### src/rtl/lpf_step_sequencer.sv
// rtl/lpf_step_sequencer.sv - step/ramp sequencer for low-pass filter rise-time characterisation
//
// Purpose: drives a DAC code into a first-order low-pass filter. Each run applies one
// ramped step of 2^rise_shift cycles, times how long the comparator on the filter output
// takes to report settled, then discharges the filter back to zero before going idle.
//
// Ports:
//   clk, rst      clock, synchronous active-high reset
//   start         begin a run (sampled only when idle)
//   abort         terminate a run (ignored when idle, no effect while discharging)
//   target        final step code, latched on start
//   rise_shift    log2 of the ramp length, latched on start
//   cmp_in        filter output above threshold, synchronous to clk
//   dac_code      registered DAC code
//   busy          high whenever not idle
//   done          one-cycle pulse when discharge completes
//   timeout_flag  last run timed out while settling
//   aborted       last run was aborted
//   settle_cnt    cycles from start to settled, all ones on timeout/abort
module lpf_step_sequencer #(
  parameter int CODE_W      = 10,
  parameter int SHIFT_W     = 4,
  parameter int CNT_W       = 16,
  parameter int SETTLE_HOLD = 4,
  parameter int TIMEOUT     = 4000
) (
  input  logic               clk,
  input  logic               rst,
  input  logic               start,
  input  logic               abort,
  input  logic [CODE_W-1:0]  target,
  input  logic [SHIFT_W-1:0] rise_shift,
  input  logic               cmp_in,
  output logic [CODE_W-1:0]  dac_code,
  output logic               busy,
  output logic               done,
  output logic               timeout_flag,
  output logic               aborted,
  output logic [CNT_W-1:0]   settle_cnt
);

  localparam int KW = 1 << SHIFT_W;
  localparam int PW = CODE_W + KW;
  localparam logic [CNT_W-1:0] HOLD_N    = CNT_W'(SETTLE_HOLD);
  localparam logic [CNT_W-1:0] TIMEOUT_N = CNT_W'(TIMEOUT);

  typedef enum logic [1:0] {S_IDLE, S_RAMP, S_SETTLE, S_DISCHARGE} state_t;

  state_t             state_q, state_d;
  logic [CODE_W-1:0]  target_q, target_d;
  logic [SHIFT_W-1:0] shift_q, shift_d;
  logic [KW-1:0]      k_q, k_d;
  logic [CNT_W-1:0]   cnt_q, cnt_d;
  logic [CNT_W-1:0]   hold_q, hold_d;
  logic [CODE_W-1:0]  dac_q, dac_d;
  logic [CNT_W-1:0]   settle_q, settle_d;
  logic               tflag_q, tflag_d;
  logic               abort_q, abort_d;
  logic               done_q, done_d;

  logic [PW-1:0]      prod;
  logic [PW-1:0]      scaled;
  logic [CODE_W-1:0]  ramp_code;
  logic               k_last;
  logic [CNT_W-1:0]   cnt_inc;
  logic [CNT_W-1:0]   hold_nxt;

  // Ramp point k of 2^shift: target*k/2^shift, computed at full width so no bits are lost.
  assign prod      = PW'(target_q) * PW'(k_q);
  assign scaled    = prod >> shift_q;
  assign ramp_code = (scaled > PW'(target_q)) ? target_q : scaled[CODE_W-1:0];
  assign k_last    = (k_q == (KW'(1) << shift_q));
  assign cnt_inc   = (cnt_q == '1) ? cnt_q : cnt_q + CNT_W'(1);

  always_comb begin
    state_d  = state_q;
    target_d = target_q;
    shift_d  = shift_q;
    k_d      = k_q;
    cnt_d    = cnt_q;
    hold_d   = hold_q;
    dac_d    = dac_q;
    settle_d = settle_q;
    tflag_d  = tflag_q;
    abort_d  = abort_q;
    done_d   = 1'b0;
    hold_nxt = '0;

    case (state_q)
      S_IDLE: begin
        dac_d = '0;
        if (start) begin
          target_d = target;
          shift_d  = rise_shift;
          tflag_d  = 1'b0;
          abort_d  = 1'b0;
          k_d      = KW'(1);
          cnt_d    = '0;
          hold_d   = '0;
          state_d  = S_RAMP;
        end
      end

      S_RAMP: begin
        if (abort) begin
          abort_d  = 1'b1;
          settle_d = '1;
          dac_d    = '0;
          cnt_d    = '0;
          hold_d   = '0;
          state_d  = S_DISCHARGE;
        end else begin
          cnt_d = cnt_inc;
          k_d   = k_q + KW'(1);
          if (k_last) begin
            dac_d   = target_q;
            state_d = S_SETTLE;
          end else begin
            dac_d = ramp_code;
          end
        end
      end

      S_SETTLE: begin
        if (abort) begin
          abort_d  = 1'b1;
          settle_d = '1;
          dac_d    = '0;
          cnt_d    = '0;
          hold_d   = '0;
          state_d  = S_DISCHARGE;
        end else begin
          hold_nxt = cmp_in ? hold_q + CNT_W'(1) : '0;
          cnt_d    = cnt_inc;
          hold_d   = hold_nxt;
          // Settling is checked first so it wins over a same-cycle timeout.
          if (hold_nxt == HOLD_N) begin
            settle_d = cnt_inc;
            dac_d    = '0;
            cnt_d    = '0;
            hold_d   = '0;
            state_d  = S_DISCHARGE;
          end else if (cnt_inc >= TIMEOUT_N) begin
            tflag_d  = 1'b1;
            settle_d = '1;
            dac_d    = '0;
            cnt_d    = '0;
            hold_d   = '0;
            state_d  = S_DISCHARGE;
          end
        end
      end

      S_DISCHARGE: begin
        dac_d    = '0;
        hold_nxt = cmp_in ? '0 : hold_q + CNT_W'(1);
        cnt_d    = cnt_inc;
        hold_d   = hold_nxt;
        // A discharge timeout ends the run quietly; it does not flag timeout.
        if (hold_nxt == HOLD_N || cnt_inc >= TIMEOUT_N) begin
          done_d  = 1'b1;
          state_d = S_IDLE;
        end
      end

      default: state_d = S_IDLE;
    endcase
  end

  always_ff @(posedge clk) begin
    if (rst) begin
      state_q  <= S_IDLE;
      target_q <= '0;
      shift_q  <= '0;
      k_q      <= '0;
      cnt_q    <= '0;
      hold_q   <= '0;
      dac_q    <= '0;
      settle_q <= '0;
      tflag_q  <= 1'b0;
      abort_q  <= 1'b0;
      done_q   <= 1'b0;
    end else begin
      state_q  <= state_d;
      target_q <= target_d;
      shift_q  <= shift_d;
      k_q      <= k_d;
      cnt_q    <= cnt_d;
      hold_q   <= hold_d;
      dac_q    <= dac_d;
      settle_q <= settle_d;
      tflag_q  <= tflag_d;
      abort_q  <= abort_d;
      done_q   <= done_d;
    end
  end

  assign dac_code     = dac_q;
  assign busy         = (state_q != S_IDLE);
  assign done         = done_q;
  assign timeout_flag = tflag_q;
  assign aborted      = abort_q;
  assign settle_cnt   = settle_q;

endmodule

### config.mk
export PLATFORM = sky130hd
export DESIGN_NAME = lpf_step_sequencer
export DESIGN_NICKNAME = d
export VERILOG_FILES = /design/src/rtl/lpf_step_sequencer.sv
export SDC_FILE = /design/constraint.sdc
export NUM_CORES = 1
export LEC_CHECK = 0
export CAP_MARGIN = 20
export CELL_PAD_IN_SITES_DETAIL_PLACEMENT = 1
export CELL_PAD_IN_SITES_GLOBAL_PLACEMENT = 1
export CORE_MARGIN = 2
export CORE_UTILIZATION = 44
export CTS_BUF_LIST = sky130_fd_sc_hd__clkbuf_8
export CTS_CLUSTER_DIAMETER = 40
export DETAILED_ROUTE_END_ITERATION = 16
export GPL_TIMING_DRIVEN = 0
export PLACE_DENSITY_LB_ADDON = 0.1
export SETUP_SLACK_MARGIN = 0.05
export SLEW_MARGIN = 20
export SYNTH_ARGS = -nofsm -noshare
export SYNTH_HDL_FRONTEND = slang
export SYNTH_SLANG_ARGS = --single-unit
### constraint.sdc
create_clock -name clk -period 8.7 [get_ports clk]
set_input_delay 1.74 -clock clk [delete_from_list [all_inputs] [get_ports clk]]
set_output_delay 1.74 -clock clk [all_outputs]
set_load 0.01 [all_outputs]
==> key figures <==
Worst hold path
  • Type of the most critical hold path: register to register
  • Worst Hold Path Cells: 2

Worst setup path
  • Highest-delay cell along the critical path: fa_1
  • Slowest stage delay, CP: 0.57 ns
  • Startpoint Class: register
  • CP max FO: 10
  • Critical Path Sink Type: register
  • Crit-path most repeated cell: fa_1
  • Kind of critical path: register to register
  • Critical Path AT: 8.64 ns
  • Worst Path Required: 8.95 ns
  • Worst Reg-to-Reg Cells: 30

Synth
  • Synthesized area per cell: 7.97 um^2
  • #FFs+latches synth: 93
  • Most used DFF post-synth: dfxtp_1
  • Unique masters post-synth: 92
  • Yosys top cell area share: 18.2%
  • Seq/Total Area, Yosys: 15.4%
  • Syn Inst Count: 1515
  • Cell taking the most area after synthesis: fa_1
  • Syn Nets: 1723
  • Yosys Warn Count: 0
  • Post-Syn Area: 12100 um^2
  • Async SR Flop Fraction: 0%
  • Synth top area cells: fa_1, dfxtp_1, ha_1
  • Number of flops mapped to enable cells by yosys: 0

Place
  • I/O Buffers: 46
  • HPWL after DPL: 32300 um
  • Placer Congestion: 0.936

Layout
  • End-of-flow core utilization: 51.6%
  • Area Overhead vs Synth: 15.1%
  • Multi-input gate area: 9590 um^2
  • Ant diodes: 0
  • Commonest non-fill, non-tap cell in the layout: nand2_1
  • Final nets: 1792
  • Fraction of layout cells with a size suffix above 1: 12.0%
  • Sequential cell area: 1930 um^2
  • Fill cells: 3254
  • Most frequent cells in the layout: nand2_1, inv_1, fa_1

Timing
  • Slew Limit Fails: 0
  • Max transition margin: 44.8%
  • Clk_skew: 0.0120 ns
  • Final setup vio count: 0
  • Fmax: 119 MHz
  • Hold Fails Final Rpt: 0
  • Fin crit period: 8.39 ns
  • Min Hold Slack: 0.492 ns
  • Worst-margin pin slew: 0.826 ns
  • Final worst-path cycle share: 96.4%

Die
  • # rows: 60
  • Ports: 49
  • Die area: 28800 um^2
  • Die Ht: 170 um
  • Initial Util: 44.8%
  • Die Width: 170 um
  • Total core area: 27000 um^2

Global route
  • Largest net degree at the start of global routing: 17
  • First-pass GRT wire length: 66000 um
  • Gr usage total: 29.1%
  • Congestion Overflow GR: 0
  • Vias in the first global route: 12100
  • Initial antenna violation count: 0

Route
  • DR iter-0 viols: 588
  • Drt pass-1 iters: 5
  • DRT Wirelength: 41500 um
  • Wire length per cell: 21.5 um
  • Vias: 11400
  • Vias per inst: 5.91
  • Antenna-violating nets left: 0
  • Post-route DRC: 0

CTS
  • Root buffer cell: clkbuf_8
  • CTS Buf Count: 9
  • Clk buf depth: 2
  • CTS sink cnt: 93
  • Clock-pin slew on the worst setup and hold paths: 0.10 ns
  • Clock latency on the worst-skew pair: 0.37 ns
  • Htree depth: 3
  • CTS Hold Bufs: 0
  • CTS tree: done

Job
  • Max Cap Viol: 0

Pwr
  • Pwr Density: 133 nW/um^2
  • Leak: 5.52 nW
  • Max VDD drop: 0.000123 V

Status
  • Status: complete, no violations
==> state kept, by name, indices dropped and copies added (netlist names) <==
register      count
aborted           1
settle_cnt       16
k_q              16
dac_code         10
hold_q           16
shift_q           4
done              1
state_q           2
cnt_q            16
timeout_flag      1
target_q         10
==> synth_stat cells, types with 4 or more instances <==
| master | count |
|---|---|
| a211o_1 | 6 |
| a211oi_1 | 26 |
| a21o_1 | 21 |
| a21oi_1 | 69 |
| a2bb2oi_1 | 10 |
| a311oi_1 | 9 |
| a31oi_1 | 16 |
| a32oi_1 | 4 |
| and2_1 | 105 |
| and3_1 | 14 |
| and4_1 | 10 |
| buf_1 | 8 |
| buf_2 | 11 |
| clkbuf_1 | 83 |
| dfxtp_1 | 93 |
| fa_1 | 110 |
| ha_1 | 79 |
| inv_1 | 140 |
| mux2_2 | 9 |
| mux2i_1 | 18 |
| mux4_2 | 7 |
| nand2_1 | 198 |
| nand2b_1 | 7 |
| nand3_1 | 33 |
| nand4_1 | 35 |
| nor2_1 | 103 |
| nor2b_1 | 6 |
| nor3_1 | 23 |
| nor3b_1 | 5 |
| nor4_1 | 9 |
| o2111ai_1 | 9 |
| o211ai_1 | 19 |
| o21a_1 | 9 |
| o21ai_0 | 50 |
| o21bai_1 | 4 |
| o22ai_1 | 4 |
| o31a_1 | 6 |
| o31ai_1 | 6 |
| or3_1 | 12 |
| xnor2_1 | 18 |
| xor2_1 | 24 |
==> worst paths after layout <==
path                                 start                  endpoint  slack [ns]
setup / recovery       k_q[1]$_SDFFE_PP0P_  dac_code[8]$_SDFFE_PP0P_        0.31
hold / removal    dac_code[7]$_SDFFE_PP0P_  dac_code[7]$_SDFFE_PP0P_        0.49
setup reg to reg       k_q[1]$_SDFFE_PP0P_  dac_code[8]$_SDFFE_PP0P_        0.31
hold reg to reg   dac_code[7]$_SDFFE_PP0P_  dac_code[7]$_SDFFE_PP0P_        0.49
==> power by group <==
part	internal, W	leakage, nW	switching, W
registers	0.000488	0.771	0.0000688
logic	0.000400	4.64	0.000571
clock network	0.000144	0.107	0.000169
==> stage by stage <==
stage | worst slack, ns | cells | power, W | area [um^2] | TNS [ns]
finish | 0.311 | 1930 | 0.00184 | 13900 | 0
global route | -0.00814 | 1930 | 0.00197 | 13900 | -0.0127
CTS | 0.0421 | 1913 | 0.00180 | 13500 | 0
detailed placement | -1.25 | 1902 | 0.00145 | 13000 | -11.28
global placement | -1.14 | 1902 | 0.00143 | 13000 | -10.21
floorplan | 0.381 | 1515 | 0.00112 | 12100 | 0
==> metal layers <==
layer  vias up  GRT usage (%)  share of wire, %
met1      5781           36.5                43
met5         -              0                 0
li1       5359              -                 -
met4         0           10.0               3.2
met2       203           52.5                50
met3        63           2.40               3.4
==> critical path: cells and delay by family (launching register included) <==
| kind | cells | cell delay (ns) |
|---|---|---|
| simple gates | 7 | 1.61 |
| flops | 1 | 0.34 |
| buf+inv | 7 | 0.90 |
| mux | 2 | 1.09 |
| compound gates | 7 | 1.19 |
| fa+ha+maj | 7 | 3.13 |
==> cell families (layout without fill, tap and decap cells) <==
family / Yosys count / count (layout) / synth area share (%)
DFF: 93 / 93 / 15.4
and+or+nand+nor: 585 / 585 / 24.3
buffers and inverters: 248 / 322 / 7.99
muxes: 34 / 34 / 3.64
AOI/OAI and AO/OA: 324 / 324 / 19.1
adders and majority gates: 189 / 189 / 26.4
xor gates and xnor gates: 42 / 42 / 3.05
==> area by class of cell <==
| class | count | area share, % |
|---|---|---|
| Buffer | 93 | 4.04 |
| Clock buffer | 10 | 0.991 |
| Clock inverter | 6 | 0.504 |
| Inverter | 142 | 3.84 |
| Multi-Input combinational cell | 1174 | 69.0 |
| Sequential cell | 93 | 13.9 |
| Tap cell | 341 | 3.07 |
| Timing Repair Buffer | 71 | 4.66 |
==> repair_timing <==
item                       in CTS  in global routing
pin swaps                       6                 23
setup endpoints to repair      10                 10
cloned                          0                  0
buffers inserted                7                 18
resized for setup             105                 83
No activity file was read; power rests on OpenSTA's default activity.
